### config.mk
export PLATFORM = sky130hd
export DESIGN_NAME = key_press_conditioner
export DESIGN_NICKNAME = d
export VERILOG_FILES = /design/src/rtl/key_press_conditioner.sv
export SDC_FILE = /design/constraint.sdc
export NUM_CORES = 1
export LEC_CHECK = 0
export CAP_MARGIN = 20
export CORE_ASPECT_RATIO = 1.4
export CORE_UTILIZATION = 45
export DETAILED_ROUTE_END_ITERATION = 8
export GPL_ROUTABILITY_DRIVEN = 0
export MAX_ROUTING_LAYER = met4
export PLACE_DENSITY = 0.58
export REMOVE_ABC_BUFFERS = 1
export SETUP_SLACK_MARGIN = 0.5
export SLEW_MARGIN = 25
export SYNTH_ARGS = -nofsm -noshare
export SYNTH_HDL_FRONTEND = slang
export SYNTH_SLANG_ARGS = --single-unit
### constraint.sdc
create_clock -name MAX10_CLK1_50 -period 2.3 [get_ports MAX10_CLK1_50]
set_input_delay 0.46 -clock MAX10_CLK1_50 [delete_from_list [all_inputs] [get_ports MAX10_CLK1_50]]
set_output_delay 0.46 -clock MAX10_CLK1_50 [all_outputs]
set_load 0.02 [all_outputs]
### src/rtl/key_press_conditioner.sv
// Push-button conditioner: synchronizes an active-low raw key, debounces it with a
// four-state FSM and emits registered press/release/long-press strobes and a press count.
module key_press_conditioner #(
  parameter int DEBOUNCE_CYCLES = 1000000,
  parameter int LONG_CYCLES     = 50000000
) (
  input  logic       MAX10_CLK1_50,
  input  logic       KEY0,
  input  logic       KEY1,
  output logic       key_level,
  output logic       press_pulse,
  output logic       release_pulse,
  output logic       long_pulse,
  output logic [7:0] press_count
);

  localparam int DW = $clog2(DEBOUNCE_CYCLES);
  localparam int LW = $clog2(LONG_CYCLES);

  localparam logic [DW-1:0] DB_LAST   = DW'(DEBOUNCE_CYCLES - 1);
  localparam logic [DW-1:0] DB_ONE    = DW'(1);
  localparam logic [LW-1:0] HOLD_LAST = LW'(LONG_CYCLES - 1);
  localparam logic [LW-1:0] HOLD_PRE  = LW'(LONG_CYCLES - 2);
  localparam logic [LW-1:0] HOLD_ONE  = LW'(1);

  typedef enum logic [1:0] {
    IDLE         = 2'd0,
    PRESS_WAIT   = 2'd1,
    HELD         = 2'd2,
    RELEASE_WAIT = 2'd3
  } state_e;

  state_e          state_q, state_d;
  logic            sync1_q;
  logic            k_s_q;
  logic [DW-1:0]   db_cnt_q, db_cnt_d;
  logic [LW-1:0]   hold_cnt_q, hold_cnt_d;
  logic            long_flag_q, long_flag_d;
  logic            key_level_q, key_level_d;
  logic            press_q, press_d;
  logic            release_q, release_d;
  logic            long_q, long_d;
  logic [7:0]      count_q, count_d;

  // KEY1 is active-low and asynchronous; invert before the two-flop synchronizer.
  always_ff @(posedge MAX10_CLK1_50 or negedge KEY0) begin
    if (!KEY0) begin
      sync1_q <= 1'b0;
      k_s_q   <= 1'b0;
    end else begin
      sync1_q <= ~KEY1;
      k_s_q   <= sync1_q;
    end
  end

  always_ff @(posedge MAX10_CLK1_50 or negedge KEY0) begin
    if (!KEY0) begin
      state_q     <= IDLE;
      db_cnt_q    <= '0;
      hold_cnt_q  <= '0;
      long_flag_q <= 1'b0;
      key_level_q <= 1'b0;
      press_q     <= 1'b0;
      release_q   <= 1'b0;
      long_q      <= 1'b0;
      count_q     <= 8'd0;
    end else begin
      state_q     <= state_d;
      db_cnt_q    <= db_cnt_d;
      hold_cnt_q  <= hold_cnt_d;
      long_flag_q <= long_flag_d;
      key_level_q <= key_level_d;
      press_q     <= press_d;
      release_q   <= release_d;
      long_q      <= long_d;
      count_q     <= count_d;
    end
  end

  always_comb begin
    state_d     = state_q;
    db_cnt_d    = db_cnt_q;
    hold_cnt_d  = hold_cnt_q;
    long_flag_d = long_flag_q;
    key_level_d = key_level_q;
    press_d     = 1'b0;
    release_d   = 1'b0;
    long_d      = 1'b0;
    count_d     = count_q;

    // Hold time runs through RELEASE_WAIT so a long press can still be reported
    // while a release is being debounced; a glitch back to HELD keeps it.
    if (state_q == HELD || state_q == RELEASE_WAIT) begin
      if (hold_cnt_q != HOLD_LAST) begin
        hold_cnt_d = hold_cnt_q + HOLD_ONE;
      end
      if (hold_cnt_q == HOLD_PRE && !long_flag_q) begin
        long_d      = 1'b1;
        long_flag_d = 1'b1;
      end
    end

    case (state_q)
      IDLE: begin
        if (k_s_q) begin
          state_d  = PRESS_WAIT;
          db_cnt_d = '0;
        end
      end
      PRESS_WAIT: begin
        if (!k_s_q) begin
          state_d = IDLE;
        end else if (db_cnt_q == DB_LAST) begin
          state_d     = HELD;
          press_d     = 1'b1;
          key_level_d = 1'b1;
          count_d     = count_q + 8'd1;
          hold_cnt_d  = '0;
          long_flag_d = 1'b0;
        end else begin
          db_cnt_d = db_cnt_q + DB_ONE;
        end
      end
      HELD: begin
        if (!k_s_q) begin
          state_d  = RELEASE_WAIT;
          db_cnt_d = '0;
        end
      end
      RELEASE_WAIT: begin
        if (k_s_q) begin
          state_d = HELD;
        end else if (db_cnt_q == DB_LAST) begin
          state_d     = IDLE;
          release_d   = 1'b1;
          key_level_d = 1'b0;
        end else begin
          db_cnt_d = db_cnt_q + DB_ONE;
        end
      end
      default: begin
        state_d = IDLE;
      end
    endcase
  end

  assign key_level     = key_level_q;
  assign press_pulse   = press_q;
  assign release_pulse = release_q;
  assign long_pulse    = long_q;
  assign press_count   = count_q;

endmodule

**Word level (Yosys, flattened, before mapping)**

Index checks and enable logic that the tools add are counted.

- Bitwise logic cells: 1
- Equal/unequal tests: 14
- Add/subtract/negate cells: 3
- Reductions and logical operators: 9
- Multiplexer cells: 35

Operators by type and width:

| kind | number |
|---|---|
| 26-bit 2-to-1 mux | 5 |
| 20-bit 2-to-1 mux | 5 |
| 20-bit case mux with 4 select lines | 1 |
| 26-bit by 1-bit adder with 26-bit output, second input constant | 1 |
| 26-bit equality test, second input constant | 1 |
| 26-bit != test, second input constant | 1 |
| 20-bit by 1-bit adder with 20-bit output, second input constant | 1 |
| 20-bit equality test, second input constant | 1 |
| 1-bit 2-to-1 mux | 16 |
| 2-bit 2-to-1 mux | 6 |
| 2-bit != test, second input constant | 5 |
| 8-bit by 1-bit adder with 8-bit output, second input constant | 1 |
| 2-bit case mux with 4 select lines | 1 |
| 4-bit AND reduction | 2 |
| 5-bit AND reduction | 1 |
| 2-bit equality test, second input constant | 2 |
| 3-bit by 2-bit != test with 1-bit output, second input constant | 1 |
| 3-bit != test, second input constant | 1 |
| 3-bit AND reduction | 1 |
| 2-bit by 1-bit equality test with 1-bit output, second input constant | 1 |
| 2-bit zero test | 1 |
| 2-bit by 1-bit != test with 1-bit output, second input constant | 1 |
| 1-bit case mux with 2 select lines | 1 |
| 2-bit nonzero test | 1 |
| 4 further kinds | 4 |

- Word-level logic and storage cells: 73
- Register bits after elaboration: 63
- Output and inout port bits: 12
- Bits of input ports: 3

**Logic depth before layout (Yosys ltp)**

Gate-level depths: netlist of the first run.

- Word-level depth: 7
- Mapped depth: 7
- Mapped depth without buffers: 6

**Worst setup path after synthesis of the first run**

OpenSTA, ideal clock, no wires.

- Path type: register -> register
- Start point: register db_cnt_q[0]
- End point: register count_q[1] (netlist: press_count[1])
- Clock period less this slack: 2029 ps
- Setup time: 125 ps
- Arrival: 1904 ps
- Buffers on the path: 0
- Setup slack: 271 ps
- Required time: 2175 ps
- Stages on the path, launching flop included: 6
- Path through: dfrtp_1 > ha_1 > nand2_1 > or4_4 > nor3_4 > mux2_2

- Cells in the longest elaborated chain, start to end: 2

Ends and longest elaborated chain:

| element | line | text |
|---|---|---|
| from (decl) | 36 | `logic [DW-1:0] db_cnt_q, db_cnt_d;` |
| from (signal assigned) | 69 | `db_cnt_q <= db_cnt_d;` |
| 20-bit equality test | 113 | `end else if (db_cnt_q == DB_LAST) begin` |
| 3-bit AND reduction (no line) | n/a |  |
| to (signal assigned) | 76 | `count_q <= count_d;` |
| to (decl) | 43 | `logic [7:0] count_q, count_d;` |

No other way between the ends.
A chain may end at the register's enable or synchronous reset.

**Worst setup path in the final report of the first run**

- Start point: register db_cnt_q[7]
- End point: register key_level_q (netlist: key_level)

- Cells in the longest elaborated chain, start to end: 3
- Elaborated cells on any way between the ends: 4
- Those cells by class: eq/ne: 3; reduce/logical: 1

Ends and longest elaborated chain:

| element | line | text |
|---|---|---|
| 20-bit equality test * | 113, 133 |  |
| 2-bit != test (no line) / 2-bit by 1-bit != test with 1-bit output (equally long branches) | n/a |  |
| 5-bit AND reduction (no line) * | n/a |  |
| to (signal assigned) | 72 | `key_level_q <= key_level_d;` |
| to (decl) | 39 | `logic key_level_q, key_level_d;` |

Mark *: on every way between the ends. The rest lies on a longest branch, timed or not.

==> flow_metrics.env, run 1 <==
export IMPL_run_status="completed"
export IMPL_antenna_found_initial=0
export IMPL_routedWlPerCell_um=15.56
export IMPL_whs_ns=0.07915
export IMPL_grt_max_degree=45
export IMPL_start_kind="flip-flop"
export IMPL_h_tree_depth=3
export IMPL_period_share_pct=81.99
export IMPL_synthTopCellsByArea="dfrtp_1 (49%), xnor2_1 (5.2%), nor2_1 (4.4%)"
export IMPL_synthAdderAreaFrac_pct=1.552
export IMPL_numClockSinks=63
export IMPL_fin_tns_setup_ns=0
export IMPL_coreArea_um2=6937
export IMPL_die_area_um2=7515
export IMPL_hold_violations=0
export IMPL_worstPathArrival_ns=2.11
export IMPL_fin_skew_ns=0.006817
export IMPL_grt_pass1_wl_mm=12.03
export IMPL_drt_total_wl_mm=7.639
export IMPL_muxShareOfSynthArea_pct=1.978
export IMPL_synth_warnings=0
export IMPL_path_class="reg2reg"
export IMPL_critPathMaxFanout=4
export IMPL_mostFrequentLayoutCells="dfrtp_1 (57), buf_4 (34), nand2_1 (29), nor2_1 (25), xnor2_1 (18)"
export IMPL_fill_cells=600
export IMPL_drv_cap=0
export IMPL_synth_flop_cell="dfrtp_1"
export IMPL_p_per_area_nw_per_um2=532.1
export IMPL_firstDrtPassIters=6
export IMPL_n_antenna_cell=0
export IMPL_synth_seq_cells=63
export IMPL_fin_nets=398
export IMPL_die_y_um=102.2
export IMPL_syn_area_um2=3226
export IMPL_synth_edf_count=0
export IMPL_cts_tree="done"
export IMPL_clock_root_buffer="clkbuf_8"
export IMPL_gr_total_overflow=0
export IMPL_ys_seq_area_share_pct=48.88
export IMPL_p_comb_share_pct=3.8
export IMPL_leakage_nw=1.911
export IMPL_slew_headroom_pct=64.01
export IMPL_rows=36
export IMPL_avgSynthCellArea_um2=9.775
export IMPL_rsz0062_at_grt="yes"
export IMPL_synth_xor_area_share_pct=8.960
export IMPL_drtIter0Drc=115
export IMPL_synth_compound_area_share_pct=6.633
export IMPL_worstMarginPinSlew_ns=0.5393
export IMPL_synth_simple_gate_area_share_pct=29.52
export IMPL_ioPinCount=15
export IMPL_switching_power_mw=0.5026
export IMPL_hp_class="in2async"
export IMPL_syn2layout_area_growth_pct=34.99
export IMPL_layout_commonest_cell="dfrtp_1"
export IMPL_post_route_min_period_ns=1.886
export IMPL_clock_path_buffers=2
export IMPL_cellInternalPower_mw=1.814
export IMPL_irDropWorstVdd_v=0.0005358
export IMPL_grt_pass1_vias=2652
export IMPL_power_mw=2.317
export IMPL_synth_area_leader_cell="dfrtp_1"
export IMPL_ant_nets=0
export IMPL_layout_drive_gt1_share_pct=30.81
export IMPL_vias_per_cell=5.523
export IMPL_power_frac_clock_pct=47.7
export IMPL_cts_buffers=9
export IMPL_clk_pin_slew_worst_paths_ns=0.07
export IMPL_syn_inst=330
export IMPL_clock_latency_ns=0.34
export IMPL_maxSlewViolCount=0
export IMPL_cts_hold_buf=0
export IMPL_placed_area_um2=3555
export IMPL_ys_types=47
export IMPL_yosys_area_top_type_share_pct=48.88
export IMPL_initial_core_util_pct=46.50
export IMPL_dp_hpwl_mm=4.848
export IMPL_ys_async_sr_fraction_pct=100.0
export IMPL_swShare_pct=21.69
export IMPL_grt_usage_pct=21.95
export IMPL_fin_area_um2=4354
export IMPL_route_vias_total=2712
export IMPL_cp_end_kind="flip-flop"
export IMPL_synth_top_family_by_area="simple AND/OR/NAND/NOR gates"
export IMPL_drc_errors=0
export IMPL_die_x_um=73.56
export IMPL_timing_fmax_mhz=530.3
export IMPL_setup_violations_final=0
export IMPL_crit_required_ns=2.52
export IMPL_io_buffers=14
export IMPL_seq_power_share_pct=48.5
[cells by family after synthesis]
logic type      count (synthesis)
fa+ha+maj                       4
compound gates                 35
flops                          63
buf+inv                        18
simple gates                  171
mux                             6
xor+xnor                       33
[state kept, by name, indices dropped and copies added, names as in the netlist, named ones only]
| register | count |
|---|---|
| press_pulse | 1 |
| press_count | 8 |
| long_flag_q | 1 |
| long_pulse | 1 |
| key_level | 1 |
| release_pulse | 1 |
| k_s_q | 1 |
| db_cnt_q | 20 |
| sync1_q | 1 |
| state_q | 1 |
| hold_cnt_q | 26 |
[path summary, 6_finish.rpt]
| check | slack (ns) | endpoint | from | depth (start not counted) |
|---|---|---|---|---|
| worst min-delay path | 0.08 | long_pulse | KEY0 | 1 |
| min in group MAX10_CLK1_50 | 0.36 | k_s_q | sync1_q | 0 |
| worst max register to register | 0.41 | key_level | db_cnt_q[7] | 6 |
| worst max-delay path | 0.41 | key_level | db_cnt_q[7] | 6 |
| max in group asynchronous | 1.59 | hold_cnt_q[7] | KEY0 | 2 |
| worst min register to register | 0.36 | k_s_q | sync1_q | 0 |
[critical path, stage by stage (launching register included)]
cell	delay, ns
dfrtp_1	0.37
nand3b_1	0.17
or4_4	0.59
nor2_4	0.16
buf_6	0.13
nor2_1	0.03
or3_1	0.33
[synthesized netlist by cell type, drive strengths merged (7+ instances only)]
cell   number
and3        8
a21oi      12
nand3      18
o21ai      11
nor3       13
or3        10
xor2       14
nand2      33
inv         8
and4        7
dfrtp      63
nor4        7
nor2       40
nand4      16
xnor2      19
[final cells by class]
type / count / area, um2 / area share (%)
flip-flops and latches: 63 / 1584 / 36.38
multi-input cells: 249 / 1829 / 42.01
clock buffers: 11 / 151.4 / 3.477
clock inverters: 5 / 80.08 / 1.839
inverters: 8 / 30.03 / 0.6897
repair buffers: 60 / 560.5 / 12.87
well taps: 95 / 118.9 / 2.730
[power groups by stage]
stage                     sequential (mW)  combinational [mW]  clock, mW
after detailed placement             1.15              0.0735          0
after floorplan                      1.15              0.0243          0
after CTS                            1.12              0.0849       1.13
final                                1.12              0.0885       1.11
after global placement               1.15              0.0724          0
after global routing                 1.12               0.101       1.18
[through the flow]
stage / util (%) / instances / worst slack (ns)
floorplan: - / 320 / -0.06419
global placement: 51.24 / 444 / 0.2101
detailed placement: 51.24 / 444 / 0.1499
CTS: 56.75 / 474 / 0.3998
global route: 62.77 / 491 / 0.3725
finish: 62.77 / 491 / 0.4143
[routing by layer]
| layer | wire (um) | part of all wire, % | GRT usage (%) |
|---|---|---|---|
| met1 | 3110 | 41 | 22.47 |
| met2 | 4247 | 56 | 39.80 |
| met3 | 141 | 1.8 | 3.945 |
| met5 | 0 | 0 | - |
| met4 | 140 | 1.8 | 10.36 |
[timing repair]
| action | in CTS | in global routing |
|---|---|---|
| endpoints found under the setup margin | 64 | 58 |
| setup buffers | 13 | 16 |
| pin swaps | 7 | 22 |
| gates cloned | 1 | 1 |
| resized for setup | 22 | 68 |
Note: power is estimated with default switching activity, not from simulation.
==> run 2: changes to the inputs <==
--- a/config.mk
+++ b/config.mk
@@ -11,7 +11,7 @@
 export DETAILED_ROUTE_END_ITERATION = 8
 export GPL_ROUTABILITY_DRIVEN = 0
 export MAX_ROUTING_LAYER = met4
-export PLACE_DENSITY = 0.58
+export PLACE_DENSITY = 0.61
 export REMOVE_ABC_BUFFERS = 1
 export SETUP_SLACK_MARGIN = 0.5
 export SLEW_MARGIN = 25
==> constraint.sdc (replaced) <==
create_clock -name MAX10_CLK1_50 -period 1.6 [get_ports MAX10_CLK1_50]
set_input_delay 0.32 -clock MAX10_CLK1_50 [delete_from_list [all_inputs] [get_ports MAX10_CLK1_50]]
set_output_delay 0.32 -clock MAX10_CLK1_50 [all_outputs]
set_load 0.02 [all_outputs]
==> flow_metrics.env, run 2 (synthesis gave the netlist of run 1 again) <==
export IMPL_run_status="finished, violations left"
export IMPL_violations="setup timing"
export IMPL_worstMarginPinSlew_ns=0.4391
export IMPL_whs_path_depth=0
export IMPL_grt_pass1_wl_mm=14.70
export IMPL_mostFrequentLayoutCells="buf_4 (80), dfrtp_1 (63), buf_6 (41), nor2_1 (27), nand2_1 (24)"
export IMPL_worstPathArrival_ns=2.13
export IMPL_leakage_nw=2.425
export IMPL_maxSlewViolCount=0
export IMPL_path_delay_family="simple AND/OR/NAND/NOR gates"
export IMPL_pre_cts_slack_ns=-0.3850
export IMPL_route_vias_total=3060
export IMPL_cp_num_buf_inv=2
export IMPL_clk_pin_slew_worst_paths_ns=0.07
export IMPL_crit_required_ns=1.83
export IMPL_numClockSinks=63
export IMPL_h_tree_depth=3
export IMPL_layout_commonest_cell="buf_4"
export IMPL_layout_drive_gt1_share_pct=48.71
export IMPL_hold_violations=0
export IMPL_fill_cells=472
export IMPL_clock_path_buffers=2
export IMPL_dr_max_layer_used="met4"
export IMPL_crit_chain="nand3b_1, or4_4, nor3_4, buf_6, buf_6, nand2_4, xnor2_2"
export IMPL_regToRegEndpoint="press_count[2]"
export IMPL_slowest_stage="or4_4"
export IMPL_clock_latency_ns=0.34
export IMPL_setup_violations_final=56
export IMPL_gr_total_overflow=0
export IMPL_path_class="reg2reg"
export IMPL_final_core_util_pct=74.98
export IMPL_drv_cap=0
export IMPL_met1_length_mm=3.543
export IMPL_antenna_found_initial=0
export IMPL_n_antenna_cell=0
export IMPL_dp_cells=510
export IMPL_initial_core_util_pct=46.50
export IMPL_clock_root_buffer="clkbuf_8"
export IMPL_coreArea_um2=6937
export IMPL_reg2reg_depth=7
export IMPL_vias_per_cell=5.455
export IMPL_min_to="k_s_q"
export IMPL_irDropWorstVdd_v=0.0004370
export IMPL_rrSetupSlack_ns=-0.30
export IMPL_worstHoldStart="sync1_q"
export IMPL_top_register="hold_cnt_q"
export IMPL_cts_tree="done"
export IMPL_drtIter0Drc=145
export IMPL_finalNonFillerCells=561
export IMPL_drt_total_wl_mm=9.377
export IMPL_fin_skew_ns=0.007106
export IMPL_rr_startpoint="db_cnt_q[7]"
export IMPL_wl_met2_mm=5.339
export IMPL_fin_tns_setup_ns=-9.547
export IMPL_die_area_um2=7515
export IMPL_period_share_pct=118.7
export IMPL_slew_headroom_pct=70.52
export IMPL_cpPeakStageDelay_ns=0.58
export IMPL_fin_nets=469
export IMPL_cp_end_kind="flip-flop"
export IMPL_start_kind="flip-flop"
export IMPL_largest_reg_flops=26
export IMPL_die_x_um=73.56
export IMPL_p_per_area_nw_per_um2=634.6
export IMPL_routedWlPerCell_um=16.71
export IMPL_hp_class="reg2reg"
export IMPL_met3RoutedLength_um=241
export IMPL_fin_ws_ns=-0.2989
export IMPL_grt_usage_pct=27.04
export IMPL_rsz0062_at_grt="yes"
export IMPL_worst_path_most_repeated_cell="buf_6"
export IMPL_grt_pass1_vias=3214
export IMPL_grt_max_degree=64
export IMPL_critPathMaxFanout=4
export IMPL_firstDrtPassIters=7
export IMPL_timing_fmax_mhz=526.6
export IMPL_ant_nets=0
export IMPL_syn2layout_area_growth_pct=61.25
export IMPL_ioPinCount=15
export IMPL_drc_errors=0
export IMPL_die_y_um=102.2
export IMPL_power_mw=3.301
export IMPL_post_route_min_period_ns=1.899
export IMPL_rows=36
export IMPL_dp_hpwl_mm=5.422
export IMPL_cts_buffers=9
export IMPL_io_buffers=14
==> run 2: changes by cell type in the layout (fill, tap and decap cells not counted), sizes merged <==
| cell | delta |
|---|---|
| buf | +83 |
| dlygate4sd2 | -7 |
| dlymetal6s2s | -2 |
| clkdlybuf4s50 | -3 |
| clkinv | +1 |
| clkbuf | -1 |
| clkinvlp | -2 |
| dlygate4sd3 | +1 |
==> run 2: layout make-up <==
cell class,count,area (um2),share of cell area (%)
Inverter,8,30.03,0.5773
Timing Repair Buffer,131,1230,23.65
Multi-Input combinational cell,249,2034,39.11
Sequential cell,63,1577,30.31
Tap cell,95,118.9,2.285
Clock buffer,11,141.4,2.718
Clock inverter,4,70.07,1.347
==> run 2: metrics by stage <==
stage                     hold WS, ns  cell area, um2
final                          0.3501            5201
after global placement         0.3365            4063
after global routing           0.3663            5201
after detailed placement       0.3347            4063
after floorplan               0.02441            3176
after CTS                      0.3507            4964
==> run 2: power by group <==
part	internal, mW	switching (mW)
Combinational	0.0576	0.0998
Clock	0.907	0.619
Sequential	1.60	0.0126
==> run 2: worst max path at each step <==
| stage | start | cells after the start | end |
|---|---|---|---|
| 6_report | db_cnt_q[7] | 7 | press_count[2] |
| 5_1_grt | db_cnt_q[7] | 7 | press_count[2] |
| 2_1_floorplan | db_cnt_q[0] | 5 | press_count[1] |
| 4_1_cts | db_cnt_q[7] | 5 | db_cnt_q[0] |
| 3_3_place_gp | db_cnt_q[0] | 7 | press_count[4] |
| 3_5_place_dp | db_cnt_q[1] | 7 | press_count[5] |
==> run 2: metal layers <==
layer / up-vias / GRT usage (%)
met3: 24 / 5.128
met4: 0 / 10.80
met1: 1532 / 27.31
met5: - / -
met2: 56 / 50.18
li1: 1448 / -
==> run 2: timing repair <==
item / 4_1_cts / 5_1_grt
setup endpoints to repair: 73 / 73
buffers inserted: 26 / 7
pin swaps: 54 / 25
endpoints found under the hold margin: 20 / 0
resized for setup: 179 / 40
cloned: 2 / 0
hold buffers: 1 / 0
==> run 3: changes to the inputs <==
--- a/config.mk
+++ b/config.mk
@@ -10,7 +10,6 @@
 export CORE_UTILIZATION = 45
 export DETAILED_ROUTE_END_ITERATION = 8
 export GPL_ROUTABILITY_DRIVEN = 0
-export MAX_ROUTING_LAYER = met4
 export PLACE_DENSITY = 0.61
 export REMOVE_ABC_BUFFERS = 1
 export SETUP_SLACK_MARGIN = 0.5
==> flow_metrics.env, run 3 (synthesis gave the netlist of run 1 again) <==
export IMPL_period_share_pct=118.7
export IMPL_whs_path_depth=0
export IMPL_io_buffers=14
export IMPL_clock_path_buffers=2
export IMPL_largest_reg_flops=26
export IMPL_fin_nets=469
export IMPL_initial_core_util_pct=46.50
export IMPL_fill_cells=472
export IMPL_power_frac_clock_pct=46.3
export IMPL_dp_cells=510
export IMPL_dp_hpwl_mm=5.422
export IMPL_p_per_area_nw_per_um2=635.5
export IMPL_swShare_pct=22.28
export IMPL_layout_drive_gt1_share_pct=48.71
export IMPL_fin_ws_ns=-0.2994
export IMPL_die_y_um=102.2
export IMPL_regToRegEndpoint="press_count[2]"
export IMPL_hold_violations=0
export IMPL_timing_fmax_mhz=526.5
export IMPL_grt_pass1_wl_mm=14.68
export IMPL_slew_headroom_pct=70.53
export IMPL_layout_commonest_cell="buf_4"
export IMPL_route_vias_total=3062
export IMPL_routedWlPerCell_um=16.73
export IMPL_leakage_nw=2.425
export IMPL_die_area_um2=7515
export IMPL_numClockSinks=63
export IMPL_cts_buffers=9
export IMPL_cellInternalPower_mw=2.569
export IMPL_ant_nets=0
export IMPL_mostFrequentLayoutCells="buf_4 (80), dfrtp_1 (63), buf_6 (41), nor2_1 (27), nand2_1 (24)"
export IMPL_clk_pin_slew_worst_paths_ns=0.07
export IMPL_drt_total_wl_mm=9.386
export IMPL_hp_class="reg2reg"
export IMPL_grt_max_degree=64
export IMPL_drc_errors=0
export IMPL_die_x_um=73.56
export IMPL_critPathMaxFanout=4
export IMPL_antenna_found_initial=0
export IMPL_violations="setup timing"
export IMPL_maxSlewViolCount=0
export IMPL_start_kind="flip-flop"
export IMPL_gr_total_overflow=0
export IMPL_irDropWorstVdd_v=0.0004306
export IMPL_rsz0062_at_grt="yes"
export IMPL_setup_violations_final=57
export IMPL_vias_per_cell=5.458
export IMPL_seq_power_share_pct=48.9
export IMPL_post_route_min_period_ns=1.899
export IMPL_clock_latency_ns=0.35
export IMPL_drtIter0Drc=174
export IMPL_top_register="hold_cnt_q"
export IMPL_cp_end_kind="flip-flop"
export IMPL_finalNonFillerCells=561
export IMPL_worstHoldStart="sync1_q"
export IMPL_switching_power_mw=0.7364
export IMPL_drv_cap=0
export IMPL_p_comb_share_pct=4.8
export IMPL_rows=36
export IMPL_coreArea_um2=6937
export IMPL_cts_tree="done"
export IMPL_n_antenna_cell=0
export IMPL_min_to="k_s_q"
export IMPL_rr_startpoint="db_cnt_q[7]"
export IMPL_ioPinCount=15
export IMPL_clock_root_buffer="clkbuf_8"
export IMPL_worstMarginPinSlew_ns=0.4390
export IMPL_grt_usage_pct=26.23
export IMPL_syn2layout_area_growth_pct=61.25
export IMPL_whs_ns=0.3494
export IMPL_grt_pass1_vias=3217
export IMPL_final_core_util_pct=74.98
export IMPL_firstDrtPassIters=4
export IMPL_h_tree_depth=3
export IMPL_worstPathArrival_ns=2.13
export IMPL_crit_required_ns=1.83
export IMPL_rrSetupSlack_ns=-0.30
export IMPL_run_status="finished, violations left"
export IMPL_reg2reg_depth=7
export IMPL_path_class="reg2reg"
export IMPL_fin_skew_ns=0.005623
[run 3: cell counts in the layout (fill, tap and decap cells not counted)]
No cell type changed its count.
[run 3: repair_timing]
item	in CTS	in global routing
pin swaps	54	25
hold buffers	1	0
cloned	2	0
resized for setup	179	40
buffers inserted	26	7
hold endpoints to repair	20	0
endpoints found under the setup margin	73	73
[run 3: metrics by stage]
step	setup TNS [ns]	instance area [um2]	worst slack (ns)	total power, mW
final	-9.588	5201	-0.2994	3.305
after global routing	-13.75	5201	-0.3769	3.411
after CTS	-7.020	4964	-0.2436	3.305
after detailed placement	-12.30	4063	-0.3850	1.773
after global placement	-10.41	4063	-0.3745	1.770
after floorplan	-20.66	3176	-0.7642	1.687
[run 3: area by class of cell]
cell class                 count  area [um2]  area share, %
clock inverter                 4       70.07          1.347
sequential                    63        1577          30.31
multi-input combinational    249        2034          39.11
tap                           95       118.9          2.285
inverter                       8       30.03         0.5773
timing repair buffer         131        1230          23.65
clock buffer                  11       141.4          2.718
[run 3: critical path, cell delays in order, from the launching register on]
cell,delay [ns]
dfrtp_1,0.37
nand3b_1,0.16
or4_4,0.58
nor3_4,0.21
buf_6,0.15
buf_6,0.12
nand2_4,0.06
xnor2_2,0.13
[run 3: per-layer routing]
layer	vias to the layer above	wire, um	track usage, %
li1	1448	-	-
met1	1534	3482	27.31
met2	61	5386	50.18
met3	19	267	5.128
met4	0	249	10.80
met5	-	0	0
[run 3: worst max path at each step]
stage | from | end | cells after the start | slack [ns]
after floorplan | db_cnt_q[0] | press_count[1] | 5 | -0.76
after global placement | db_cnt_q[0] | press_count[4] | 7 | -0.37
after detailed placement | db_cnt_q[1] | press_count[5] | 7 | -0.39
after CTS | db_cnt_q[7] | db_cnt_q[0] | 5 | -0.24
after global routing | db_cnt_q[7] | press_count[2] | 7 | -0.38
final | db_cnt_q[7] | press_count[2] | 7 | -0.30
[run 3: power groups by stage]
stage               clock network, mW  logic [mW]  registers [mW]
detailed placement                  0       0.130            1.64
global route                     1.62       0.173            1.62
floorplan                           0      0.0350            1.65
global placement                    0       0.129            1.64
finish                           1.53       0.158            1.62
CTS                              1.55       0.141            1.61
==> variant: new RTL, config.mk and constraints of run 1 <==
Set the parameter `LONG_CYCLES` to 100000000 (it was 50000000).
--- a/src/rtl/key_press_conditioner.sv
+++ b/src/rtl/key_press_conditioner.sv
@@ -4,3 +4,3 @@
   parameter int DEBOUNCE_CYCLES = 1000000,
-  parameter int LONG_CYCLES     = 50000000
+  parameter int LONG_CYCLES     = 100000000
 ) (
Function: same outputs for any inputs over 10 cycles, from zero or initial values; that may be too few to reach the edited logic, so the function may still have changed.
==> variant against run 1 <==
Worst setup slack worse by 0.17 ns; synthesized cell count down 1.8%; combinational power down 11%; hold slack worse by 0.016 ns; sequential share of layout area up 0.97 points; area after synthesis up 1.2%; final area down 1.2%; critical path depth unchanged; non-clock buffer count down 5; total power down 10%; wire length down 1.5%; sequential cell count up 1.
==> variant: results (changes against run 1) <==
Logic synthesis
  – Yosys cell types: 48 (+2.1%)
  – Post-synth top cells: dfrtp_1 (64), nor2_1 (33), nand2_1 (24), nand3_1 (24), xnor2_1 (20)
  – Synth Area in Compound Gates: 0.07129 (+0.004961)

Final layout
  – # nets final: 385 (-3.3%)
  – Share of cells above drive strength 1: 0.3132 (+0.005077)
  – Fill cells: 592 (-1.3%)
  – Core Util, Final: 0.6161 (-0.01158)
  – Max FFs per register: 27 (+3.8%)

STA
  – Worst rel slew slack: 0.6867 (+0.04663)
  – WHS: 0.06285 ns (-0.01630 ns)
  – Tcrit/Tclk final: 0.8946 (+0.07470)
  – Worst Skew: 0.006018 ns (-0.0007999 ns)

Global routing
  – Number of global-route vias before repair: 2544 (-4.1%)
  – GR Util met3: 0.03519 (-0.004257)
  – Met1 GRT Util: 0.2422 (+0.01750)
  – Pin count of the biggest net entering global routing: 46 (+2.2%)

Place
  – DP HPWL: 4.639 mm (-4.3%)
  – Pre-CTS setup slack: 0.08421 ns (-0.06571 ns)
  – Cells after DPL: 434 (-2.3%)

Power and ir drop
  – Comb. pwr: 78.8 uW (-11%)
  – Total power: 2.080 mW (-10%)

Worst setup path
  – Crit Path Max Fanout: 5 (+1)
  – Reg2reg end: db_cnt_q[0]

Route
  – WL met3: 127 um (-9.9%)
  – TritonRoute pass-1 iters: 4 (-2)

Outcome
  – Status: finished clean
## variant: cell types whose count changed after synthesis, moves of 4 or more
cell	run 1	this run
a21oi_1	12	8
nand2_1	33	24
nand3_1	17	24
nor2_1	38	33
nor3b_1	4	0
nor4_1	6	10
o211ai_1	0	6
o21ai_0	11	7
o311ai_0	5	0
or3_1	9	2
## variant: cell type report
type	count	area share
flip-flops and latches	64	0.3735
clock buffers	12	0.03607
inverters	11	0.009599
multi-input cells	237	0.4264
clock inverters	1	0.001163
well taps	95	0.02763
repair buffers	55	0.1257
## variant: repair_timing
| action | CTS | global route |
|---|---|---|
| setup endpoints to repair | 37 | 61 |
| cloned | 1 | 1 |
| gates resized for setup | 30 | 64 |
| pin swaps | 16 | 26 |
| setup buffers | 16 | 10 |
## variant: worst max-delay path, cell delays in order (launching register included)
cell and delay (ns):
dfrtp_1 0.41, or4b_4 0.56, nor4_4 0.28, buf_4 0.18, nand2_2 0.10, nand2_2 0.12
mux2_4 0.30
